--- src/rtl/spi_cmd_ctrl.sv ---
// SPI command sequencer: decodes 32-bit command words into register-bus transactions.
// Optional STATUS opcode (4'h1) is compiled in when SPI_CMD_STATUS_EN is defined.
module spi_cmd_ctrl #(
    parameter int unsigned TIMEOUT  = 255,
    parameter logic [15:0] ERR_WORD = 16'hDEAD
) (
    input  logic        clk,
    input  logic        rst,
    input  logic [31:0] cmd_data,
    input  logic        cmd_ready,
    output logic [15:0] read_out,
    output logic [11:0] bus_addr,
    output logic [15:0] bus_wdata,
    output logic        bus_we,
    output logic        bus_re,
    input  logic        bus_ack,
    input  logic [15:0] bus_rdata,
    output logic        busy,
    output logic        err
);

    typedef enum logic [2:0] {IDLE, DECODE, WRITE, READ, DONE} state_t;

    localparam logic [3:0]  OP_WRITE = 4'h8;
    localparam logic [3:0]  OP_READ  = 4'h4;
    localparam logic [3:0]  OP_CLR   = 4'h2;
`ifdef SPI_CMD_STATUS_EN
    localparam logic [3:0]  OP_STATUS = 4'h1;
`endif
    localparam logic [15:0] TO_LIM   = 16'(TIMEOUT);

    state_t      state, state_d;
    logic        rdy_q;
    logic        take;
    logic [31:0] cmd_q;
    logic [15:0] tmr;
    logic [3:0]  to_cnt, ill_cnt, ovr_cnt;
    logic [3:0]  op;

    assign take = cmd_ready & ~rdy_q;
    assign busy = (state != IDLE);
    assign op   = cmd_q[31:28];

    function automatic logic [3:0] sat_inc(input logic [3:0] c);
        return (c == 4'hF) ? c : c + 4'd1;
    endfunction

    always_ff @(posedge clk or posedge rst) begin
        if (rst) state <= IDLE;
        else     state <= state_d;
    end

    always_comb begin
        state_d = state;
        case (state)
            IDLE:   if (take) state_d = DECODE;
            DECODE: begin
                case (op)
                    OP_WRITE: state_d = WRITE;
                    OP_READ:  state_d = READ;
                    default:  state_d = DONE;
                endcase
            end
            WRITE, READ: if (bus_ack || (tmr == TO_LIM)) state_d = DONE;
            DONE:    state_d = IDLE;
            default: state_d = IDLE;
        endcase
    end

    always_ff @(posedge clk or posedge rst) begin
        if (rst) begin
            rdy_q     <= 1'b0;
            cmd_q     <= '0;
            tmr       <= '0;
            read_out  <= '0;
            bus_addr  <= '0;
            bus_wdata <= '0;
            bus_we    <= 1'b0;
            bus_re    <= 1'b0;
            err       <= 1'b0;
            to_cnt    <= '0;
            ill_cnt   <= '0;
            ovr_cnt   <= '0;
        end else begin
            rdy_q <= cmd_ready;
            if (take && busy) ovr_cnt <= sat_inc(ovr_cnt);
            case (state)
                IDLE: if (take) cmd_q <= cmd_data;
                DECODE: begin
                    tmr <= '0;
                    case (op)
                        OP_WRITE: begin
                            bus_addr  <= cmd_q[27:16];
                            bus_wdata <= cmd_q[15:0];
                            bus_we    <= 1'b1;
                        end
                        OP_READ: begin
                            bus_addr <= cmd_q[27:16];
                            bus_re   <= 1'b1;
                        end
                        // Placed after the overrun update so a clear in the same cycle wins.
                        OP_CLR: begin
                            err     <= 1'b0;
                            to_cnt  <= '0;
                            ill_cnt <= '0;
                            ovr_cnt <= '0;
                        end
`ifdef SPI_CMD_STATUS_EN
                        OP_STATUS: read_out <= {err, 3'b000, to_cnt, ill_cnt, ovr_cnt};
`endif
                        default: begin
                            read_out <= ERR_WORD;
                            err      <= 1'b1;
                            ill_cnt  <= sat_inc(ill_cnt);
                        end
                    endcase
                end
                WRITE, READ: begin
                    if (bus_ack) begin
                        read_out <= (state == READ) ? bus_rdata : bus_wdata;
                        bus_we   <= 1'b0;
                        bus_re   <= 1'b0;
                    end else if (tmr == TO_LIM) begin
                        read_out <= ERR_WORD;
                        err      <= 1'b1;
                        to_cnt   <= sat_inc(to_cnt);
                        bus_we   <= 1'b0;
                        bus_re   <= 1'b0;
                    end else begin
                        tmr <= tmr + 16'd1;
                    end
                end
                default: ;
            endcase
        end
    end

endmodule

--- config.mk ---
export PLATFORM = sky130hd
export DESIGN_NAME = spi_cmd_ctrl
export DESIGN_NICKNAME = d
export VERILOG_FILES = /design/src/rtl/spi_cmd_ctrl.sv
export SDC_FILE = /design/constraint.sdc
export NUM_CORES = 1
export LEC_CHECK = 0
export ABC_AREA = 1
export BUFFER_PORTS_ARGS = -buffer_cell sky130_fd_sc_hd__buf_2
export CAP_MARGIN = 25
export CELL_PAD_IN_SITES_DETAIL_PLACEMENT = 1
export CELL_PAD_IN_SITES_GLOBAL_PLACEMENT = 1
export CORE_ASPECT_RATIO = 0.7
export CORE_UTILIZATION = 40
export CTS_CLUSTER_DIAMETER = 120
export CTS_CLUSTER_SIZE = 25
export DETAILED_ROUTE_END_ITERATION = 7
export PLACE_DENSITY = 0.81
export SKIP_LAST_GASP = 1
export SLEW_MARGIN = 20
export SYNTH_ARGS = -nofsm -noshare
export SYNTH_HDL_FRONTEND = slang
export SYNTH_SLANG_ARGS = --single-unit
--- constraint.sdc ---
create_clock -name clk -period 8.04 [get_ports clk]
set_input_delay 1.206 -clock clk [delete_from_list [all_inputs] [get_ports clk]]
set_output_delay 1.206 -clock clk [all_outputs]
set_load 0.1 [all_outputs]
; Word level (Yosys, flattened, before mapping)
; Cells that the tools add are included.
[word_totals]
register_bits = 99
out_inout_bits = 48
wordCells = 68
inputBits = 52
[classes]
n_addsub = 1
n_eq_ne = 17
n_mux = 22
bitwise = 2
reduce_logical = 16
[op_table]
columns = op, n
row1 = two-way mux 16 bit, 6
row2 = one-hot mux 16 bit (2 select lines), 2
row3 = "inequality test 2 bit, second input constant", 9
row4 = "adder 16 x 1 -> 16 bit, second input constant", 1
row5 = "equality test 16 x 8 -> 1 bit, second input constant", 1
row6 = AND reduction 3 bit, 4
row7 = one-hot mux 3 bit (3 select lines), 1
row8 = one-hot mux 1 bit (2 select lines), 4
row9 = AND reduction 2 bit, 4
row10 = "equality test 3 x 2 -> 1 bit, second input constant", 2
row11 = two-way mux 1 bit, 6
row12 = two-way mux 3 bit, 2
row13 = one-hot mux 3 bit (2 select lines), 1
row14 = "equality test 4 x 2 -> 1 bit, second input constant", 1
row15 = "equality test 4 x 3 -> 1 bit, second input constant", 1
row16 = "equality test 4 bit, second input constant", 1
row17 = AND reduction 4 bit, 1
row18 = OR reduction 2 bit, 2
row19 = "equality test 3 x 1 -> 1 bit, second input constant", 1
row20 = logical NOT 3 bit, 1
row21 = "inequality test 3 bit, second input constant", 1
row22 = nonzero test 3 bit, 1
row23 = OR reduction 3 bit, 1
row24 = nonzero test 2 bit, 1
row25 = other kinds (3), 3

; Longest topological paths before layout
; Gate-level depths: netlist of run 1.
[logic_depth]
ltp_word = 4
ltp_mapped = 10
mapped_depth_nobuf = 9

; Least setup slack after synthesis of run 1
; Ideal clock, no wire load.
[synth_path]
path_kind = register -> output
startpoint = register state[1]
endpoint = output busy
path_stages_with_launch = 5
path_slack_ns = 5.740
arrival_ns = 1.094
path_buffers = 0
required_ns = 6.834
path_cell_list = dfrtp_1 inv_1 nand2_1 nor2_2 inv_1
[synth_between]
elab_chain_len = 1
[synth_lines]
columns = element, line_no
row1 = "start, declared", 32  ; state_t state, state_d;
row2 = "start signal, assigned", 50  ; else state <= state_d;
row3 = nonzero test 3 bit, 41  ; assign busy = (state != IDLE);
row4 = "end, declared", 18  ; output logic busy,
; No other way between the ends.

; Worst setup path in the final report of run 1
[layout_path]
startpoint = register state[0]
endpoint = output busy
; The elaborated chain is that of the path after synthesis.

==> results of run 1 <==
-- state kept, by name (all words and copies together), names as in the netlist --
register   count
bus_addr      12
bus_re         1
bus_wdata     16
bus_we         1
cmd_q         32
err            1
rdy_q          1
read_out      16
state          3
tmr           16
-- routing by layer --
metal  share of wire  vias to the layer above
met2            0.48                       74
met3           0.039                       16
met1            0.47                     1916
met4           0.013                        0
li1                -                     1866
met5               0                        -
-- how the worst max path moves through the flow --
stage                    from  slack, ps           end
global route         state[0]       5080  read_out[11]
CTS                  state[0]       5190          busy
floorplan                 rst       4240   bus_addr[0]
global placement    cmd_ready       5420     cmd_q[21]
detailed placement    bus_ack       5250  read_out[11]
finish               state[0]       5200          busy
-- kinds of logic after synthesis --
family / after synthesis
mux: 13
buf+inv: 68
flops: 99
simple gates: 284
xor+xnor: 8
fa+ha+maj: 1
compound gates: 57
-- cell usage in the layout, fill, tap and decap left out, types with 3 or more instances in the layout --
cell	count
nor2_1	59
nand3_1	66
nand2_2	5
nand4_1	7
clkbuf_16	9
dfrtp_1	99
inv_6	3
mux2_2	12
a21oi_1	21
buf_2	99
nor2_2	3
nand2_1	140
xor2_1	6
o21ai_2	15
inv_1	41
o21ai_0	15
-- cell type report --
type,count,area share
clock buffer,12,0.0454
clock inverter,4,0.00576
tap,153,0.0353
sequential,99,0.456
multi-input combinational,363,0.332
timing repair buffer,101,0.0940
inverter,43,0.0311
-- worst max-delay path, stage by stage (launching register included) --
cell,delay (ps)
dfrtp_1,610
nor2_2,160
inv_1,80
buf_2,430
-- per-stage QoR --
step	worst slack [ps]	hold slack [ps]	area (um2)
3_5_place_dp	5250	464	5150
6_report	5200	478	5430
3_3_place_gp	5420	452	5150
2_1_floorplan	4240	465	4610
4_1_cts	5190	482	5430
5_1_grt	5080	505	5430
==> flow_summary.ini, run 1 <==
[clock_network]
post_cts_buffers = 0
clk-insertion-delay-late_ps = 340
hold_buffers = 0
clk_path_buf_depth = 2
cts_made_buffers = 9
cts_root_buf = clkbuf_16
path_clk_slew_ps = 70
cts_tree = built
htree_levels = 3
cts_sinks = 99
ctsResizeCount = 0

[worst_setup_path]
timing.rr.end = read_out[11]
r2r.worst_path.cells = 6
crit_path_end_kind = output pin
criticalPathCategory = reg -> out
crit_path_start_kind = flip-flop
critical_path_required_ps = 6830
reg2reg_slack_ps = 5410
path_max_fanout = 15
r2r-start = state[0]
cp.arrival_ps = 1630

[synthesis]
synth_area_leaders = dfrtp_1, nand2_1, nand3_1
synth_top_family_by_area = simple AND/OR/NAND/NOR gates
ys_types = 28
syn_inst = 530
yosysSeqAreaShare = 0.537
yosys.area_share.adder = 0.00271
syn_area_um2 = 4610
synth_seq_cells = 99
async_reset_ff_frac = 1.00
synth_fp_nets = 583
synth-simple-area-share = 0.264
syn_avg_cell_area_um2 = 8.70
ys_warn_count = 0
synth_compound_area_frac = 0.0768
synthMuxAreaShare = 0.0318
ys.flop_type = dfrtp_1
synth.top_cell.area_share = 0.537
synth_edf_count = 0
synth.most_common_cell = nand2_1
yosysTopAreaCell = dfrtp_1
synthTopCellsByCount = nand2_1, dfrtp_1, nand3_1, nor2_1, inv_1
synthXorXnorAreaFrac = 0.0152

[global_route]
top_usage_layer = met2
antenna_found_initial = 0
grt_pass1_vias = 3991
grtUsageMet3 = 0.0531
grt_max_degree = 65
grt_use_met1 = 0.319
grt_first_pass_wirelength_um = 20800
grt.overflow.total = 0
use_met2 = 0.351
grt.total_usage = 0.227

[timing]
fmaxAchievable_mhz = 352
fin_crit_sh = 0.353
slew_headroom = 0.361
rsz0062_at_grt = no
fin_setup_tns_ps = 0
skew_ps = 7.06
hold_violations = 0
slew_violations = 0
worstMarginPinSlew_ps = 955
setup_violations = 0
fin_crit_ps = 2840

[layout]
final_layout_size_suffix_gt1_frac = 0.252
regArea_um2 = 2480
area_growth_pct = 17.8
multi_input_area_um2 = 1800
diodes = 0
layout.nets = 670
n_fill_cell = 1394
final_cells = 775
fin_util = 0.488

[die]
num_rows = 32
fp.dieW_um = 130
core_area_um2 = 11100
die_area_um2 = 12000
die_h_um = 91.8
ioPinCount = 100
start_util = 0.414

[worst_hold_path]
min_path_cells = 2
hp-class = reg -> reg
hold-path-endpoint = bus_addr[1]
hold_start = bus_addr[1]

[detailed_routing]
wirelength_um = 12400
routedWlPerCell_um = 16.0
drc = 0
dr_total_vias = 3872
drt_iter0_drc = 211
ant_nets = 0
via_per_inst = 5.00
drt-pass1-iter-count = 4

[placed_design]
place_hpwl_um = 9010
io_buffers = 99
dpl.cell_count = 759
gp_congestion = 0.926

[run]
drv_cap = 0

[run_status]
outcome = finished, final reports clean
Power of run 1 is not shown: default switching activity piles up to over one toggle a cycle in this logic, so the estimate is an artifact.
==> run 2: changes to the inputs <==
==> constraint.sdc (replaced) <==
create_clock -name clk -period 2.91 [get_ports clk]
set_input_delay 0.4365 -clock clk [delete_from_list [all_inputs] [get_ports clk]]
set_output_delay 0.4365 -clock clk [all_outputs]
set_load 0.1 [all_outputs]
==> flow_summary.ini, run 2 (synthesized netlist as in run 1, its figures left out) <==
[run_status]
outcome = finished, final reports clean

[clock_network]
hold_buffers = 0
clk_path_buf_depth = 2
clk-insertion-delay-late_ps = 340
cts_made_buffers = 9
cts_sinks = 99
post_cts_buffers = 0
htree_levels = 3
cts_tree = built
ctsResizeCount = 0
cts_root_buf = clkbuf_16
path_clk_slew_ps = 70

[detailed_routing]
via_per_inst = 5.04
ant_nets = 0
drc = 0
drt-pass1-iter-count = 4
routedWlPerCell_um = 16.3
wirelength_um = 12600
dr_total_vias = 3914
drt_iter0_drc = 216

[layout]
n_fill_cell = 1392
area_growth_pct = 19.1
layout.nets = 672
diodes = 0
top_register = cmd_q
final_common_cell = nand2_1
final_layout_size_suffix_gt1_frac = 0.257
largest_reg_flops = 32
final_cell_mix = nand2_1, dfrtp_1, buf_2
final_cells = 776

[timing]
setup_violations = 0
fin_crit_sh = 0.744
fin_setup_tns_ps = 0
fmaxAchievable_mhz = 462
skew_ps = 7.42
rsz0062_at_grt = no
hold_violations = 0
slew_headroom = 0.349
slew_violations = 0
fin_crit_ps = 2170
worstMarginPinSlew_ps = 973

[worst_hold_path]
hp-class = in -> async

[global_route]
grt_first_pass_wirelength_um = 21000
grt_pass1_vias = 4052
antenna_found_initial = 0
grt_max_degree = 70
grt.total_usage = 0.230
grt.overflow.total = 0

[worst_setup_path]
crit_path_end_kind = flip-flop
path_max_fanout = 19
cp.arrival_ps = 2390
critical_path_required_ps = 3130
criticalPathCategory = reg -> reg
crit_path_start_kind = flip-flop

[placed_design]
dpl.cell_count = 761
gp_congestion = 0.871
place_hpwl_um = 9370
io_buffers = 99

[run]
drv_cap = 0

[die]
core_area_um2 = 11100
num_rows = 32
die_h_um = 91.8
ioPinCount = 100
fp.dieW_um = 130
start_util = 0.414
die_area_um2 = 12000
## run 2: cell count changes in the layout (fill, tap and decap cells not counted)
cell,change
clkinv_4,+1
clkinvlp_4,+1
bufinv_16,+1
clkbuf_8,+1
buf_4,+1
buf_12,+1
inv_4,-1
clkbuf_1,-2
clkinv_2,-1
inv_6,-1
## run 2: critical path, cell delays in order, from the launching register on
cell and delay [ps]:
dfrtp_1 540, nand3_1 190, buf_4 270, clkinv_4 170, nand4_4 230, nand3_1 370
nand2_1 170, nand2_1 80
## run 2: metrics by stage
stage	area, um2	hold WS (ps)	setup WS [ps]	util
floorplan	4610	465	1300	-
global placement	5180	453	931	0.465
detailed placement	5180	462	739	0.465
CTS	5490	132	725	0.493
global route	5490	150	550	0.493
finish	5490	126	744	0.493
## run 2: per-layer routing
layer / share of wire / track usage
met2: 0.47 / 0.350
met4: 0.011 / 0.0562
met3: 0.041 / 0.0490
met1: 0.47 / 0.333
met5: 0 / 0
## run 2: final cells by class
type	instances	area (um2)	share of cell area
timing repair buffer	103	538	0.0980
clock buffer	11	253	0.0460
inverter	43	170	0.0310
tap	153	191	0.0349
multi-input combinational	363	1800	0.328
sequential	99	2480	0.451
clock inverter	4	56.3	0.0103
## run 2: path summary, 6_finish.rpt
path                            slack, ps  depth (start not counted)     endpoint        start
worst max-delay path                  740                          7  read_out[5]     state[0]
worst min-delay path                  130                          2  read_out[8]          rst
worst max register to register        740                          7  read_out[5]     state[0]
worst min register to register        470                          2  bus_addr[7]  bus_addr[7]
max in group asynchronous            2090                          3  bus_addr[9]          rst
min in group clk                      250                          1        rdy_q    cmd_ready
Power of run 2 is left out for the same reason.
==> run 3: changes to the inputs <==
--- a/config.mk
+++ b/config.mk
@@ -5,17 +5,17 @@
 export SDC_FILE = /design/constraint.sdc
 export NUM_CORES = 1
 export LEC_CHECK = 0
-export ABC_AREA = 1
+export ABC_AREA = 0
 export BUFFER_PORTS_ARGS = -buffer_cell sky130_fd_sc_hd__buf_2
 export CAP_MARGIN = 25
 export CELL_PAD_IN_SITES_DETAIL_PLACEMENT = 1
 export CELL_PAD_IN_SITES_GLOBAL_PLACEMENT = 1
 export CORE_ASPECT_RATIO = 0.7
-export CORE_UTILIZATION = 40
+export CORE_UTILIZATION = 39
 export CTS_CLUSTER_DIAMETER = 120
 export CTS_CLUSTER_SIZE = 25
 export DETAILED_ROUTE_END_ITERATION = 7
-export PLACE_DENSITY = 0.81
+export PLACE_DENSITY = 0.77
 export SKIP_LAST_GASP = 1
 export SLEW_MARGIN = 20
 export SYNTH_ARGS = -nofsm -noshare
==> constraint.sdc (replaced) <==
create_clock -name clk -period 1.8 [get_ports clk]
set_input_delay 0.27 -clock clk [delete_from_list [all_inputs] [get_ports clk]]
set_output_delay 0.27 -clock clk [all_outputs]
set_load 0.1 [all_outputs]
==> flow_summary.ini, run 3 <==
[clock_network]
clk-insertion-delay-late_ps = 350
cts_sinks = 99
path_clk_slew_ps = 80
cts_root_buf = clkbuf_16
htree_levels = 3
cts_tree = built
cts_made_buffers = 9
clk_path_buf_depth = 2

[worst_hold_path]
hp-class = in -> reg

[detailed_routing]
drt-pass1-iter-count = 6
dr_total_vias = 3332
via_per_inst = 5.30
drt_iter0_drc = 148
top_layer = met4
met2_length_um = 6540
wirelength_um = 13000
met3_length_um = 545
drt-met1-wl_um = 5700
drc = 0
ant_nets = 0
routedWlPerCell_um = 20.7

[placed_design]
post_dp_cell_area_um2 = 5390
dpl.cell_count = 602
gp_congestion = 0.843
place_ws_ps = -124
place_hpwl_um = 8160
io_buffers = 99

[global_route]
grt_first_pass_wirelength_um = 19300
grt.total_usage = 0.217
antenna_found_initial = 0
grt_max_degree = 34
grt.overflow.total = 0
grt_pass1_vias = 3655

[timing]
slew_violations = 0
fmaxAchievable_mhz = 537
fin_crit_ps = 1860
fin_crit_sh = 1.03
rsz0062_at_grt = yes
worstMarginPinSlew_ps = 565
slew_headroom = 0.620
hold_violations = 0
setup_violations = 25
fin_setup_tns_ps = -722
timing.final.ws_setup_ps = -60.9
skew_ps = 11.8

[synthesis]
synth_fp_nets = 377
synth.most_common_cell = dfrtp_1
synth-simple-area-share = 0.0885
synthTopCellsByCount = dfrtp_1, mux2_1, mux2i_1, nand2_1, mux2_2
async_reset_ff_frac = 1.00
synth_seq_cells = 99
ys.flop_type = dfrtp_1
ys_warn_count = 0
ys_types = 55
syn_avg_cell_area_um2 = 13.6
synth.top_cell.area_share = 0.561
synth_area_leaders = dfrtp_1, mux2_1, mux2i_1
synth_top_family_by_area = multiplexers
synth_edf_count = 0
yosys.area_share.adder = 0.00284
synth_compound_area_frac = 0.0885
syn_inst = 324
synthXorXnorAreaFrac = 0.00595
syn_area_um2 = 4410
yosysTopAreaCell = dfrtp_1
yosysSeqAreaShare = 0.561
synthMuxAreaShare = 0.217

[die]
fp.dieW_um = 129
core_area_um2 = 11000
num_rows = 32
start_util = 0.401
ioPinCount = 100
die_h_um = 91
die_area_um2 = 11800

[layout]
final_area_um2 = 6010
final_cells = 629
largest_reg_flops = 32
diodes = 0
top_register = cmd_q
final_layout_size_suffix_gt1_frac = 0.485
final_cell_mix = buf_2, dfrtp_1, buf_4
area_growth_pct = 36.3
fin_util = 0.546
multi_input_area_um2 = 1930
regArea_um2 = 2480
final_common_cell = buf_2
layout.nets = 524
n_fill_cell = 1145

[run_status]
outcome = finished with violations
violations = negative setup slack

[worst_setup_path]
cp_slowest_cell = dfrtp_1
critical_path_required_ps = 2070
crit_path_end_kind = flip-flop
path_cells = ha_2 -> and4_4 -> nand4_1 -> buf_6 -> o211ai_4 -> buf_12 -> a2bb2oi_2
criticalPathCategory = reg -> reg
cp.arrival_ps = 2130
max_stage_delay_ps = 380
crit_path_start_kind = flip-flop
path_max_fanout = 8

[run]
drv_cap = 0

[pwr]
power_density_nw_per_um2 = 1950
leakagePower_nw = 2.82
vdd_drop_max_uv = 1050
-- run 3: changes by cell type after synthesis, moves of 6 or more --
cell,before,now
a21oi_1,21,5
o21ai_0,15,5
mux2_4,0,9
xor2_1,6,0
nand3_1,66,9
o21ai_2,15,0
nor2_1,59,5
mux2_1,1,41
nand2_1,141,15
inv_1,42,9
a2bb2oi_1,0,7
mux2i_1,0,25
-- run 3: path summary, 6_finish.rpt --
kind | from | to | slack (ps) | depth (start not counted)
min in group asynchronous | rst | cmd_q[5] | 490 | 3
setup / recovery | tmr[1] | read_out[2] | -60 | 7
hold / removal | cmd_ready | rdy_q | 50 | 1
hold reg to reg | cmd_q[1] | bus_wdata[1] | 480 | 1
setup reg to reg | tmr[1] | read_out[2] | -60 | 7
max in group asynchronous | rst | state[2] | 720 | 4
-- run 3: area by class of cell --
type                            count  share of cell area
Tap cell                          153              0.0318
Sequential cell                    99               0.413
Timing Repair Buffer              153               0.167
Inverter                           10             0.00687
Clock buffer                       10              0.0397
Multi-Input combinational cell    198               0.322
Clock inverter                      6              0.0198
-- run 3: repair_timing --
| item | 4_1_cts | 5_1_grt |
|---|---|---|
| endpoints found under the hold margin | 17 | 0 |
| hold buffers | 1 | 0 |
| gates resized for setup | 7 | 29 |
| endpoints found under the setup margin | 69 | 79 |
| buffers inserted | 3 | 7 |
| gates cloned | 0 | 1 |
| pin swaps | 1 | 6 |
-- run 3: kinds of logic after synthesis --
group,count (synthesis)
simple gates,61
flops,99
compound gates,48
mux,85
buf+inv,27
fa+ha+maj,1
xor+xnor,3
-- run 3: metrics by stage --
step           total power (W)  hold WS, ps
2_1_floorplan          0.00782          301
3_3_place_gp           0.00887          331
3_5_place_dp           0.00907          335
4_1_cts                 0.0114         36.7
5_1_grt                 0.0122         42.9
6_report                0.0117         51.4
-- run 3: per-layer routing --
| layer | track usage | vias to the layer above |
|---|---|---|
| met5 | 0 | - |
| met4 | 0.0814 | 0 |
| met3 | 0.0483 | 29 |
| met2 | 0.359 | 95 |
| met1 | 0.276 | 1729 |
| li1 | - | 1479 |
-- run 3: critical path, delay by kind of cell, from the launching register on --
family / cells / cell delay, ps
and+or+nand+nor: 2 / 420
AOI/OAI and AO/OA: 2 / 400
DFF: 1 / 380
buffers and inverters: 2 / 370
adders and majority gates: 1 / 210
-- run 3: where the power goes --
part           leakage [nW]  internal (W)  switching [W]
Sequential             1.21       0.00302       0.000563
Combinational          1.43       0.00166        0.00421
Clock                 0.175       0.00141       0.000881
Total                  2.82       0.00609        0.00565
Note: power is estimated with default switching activity, not from simulation.
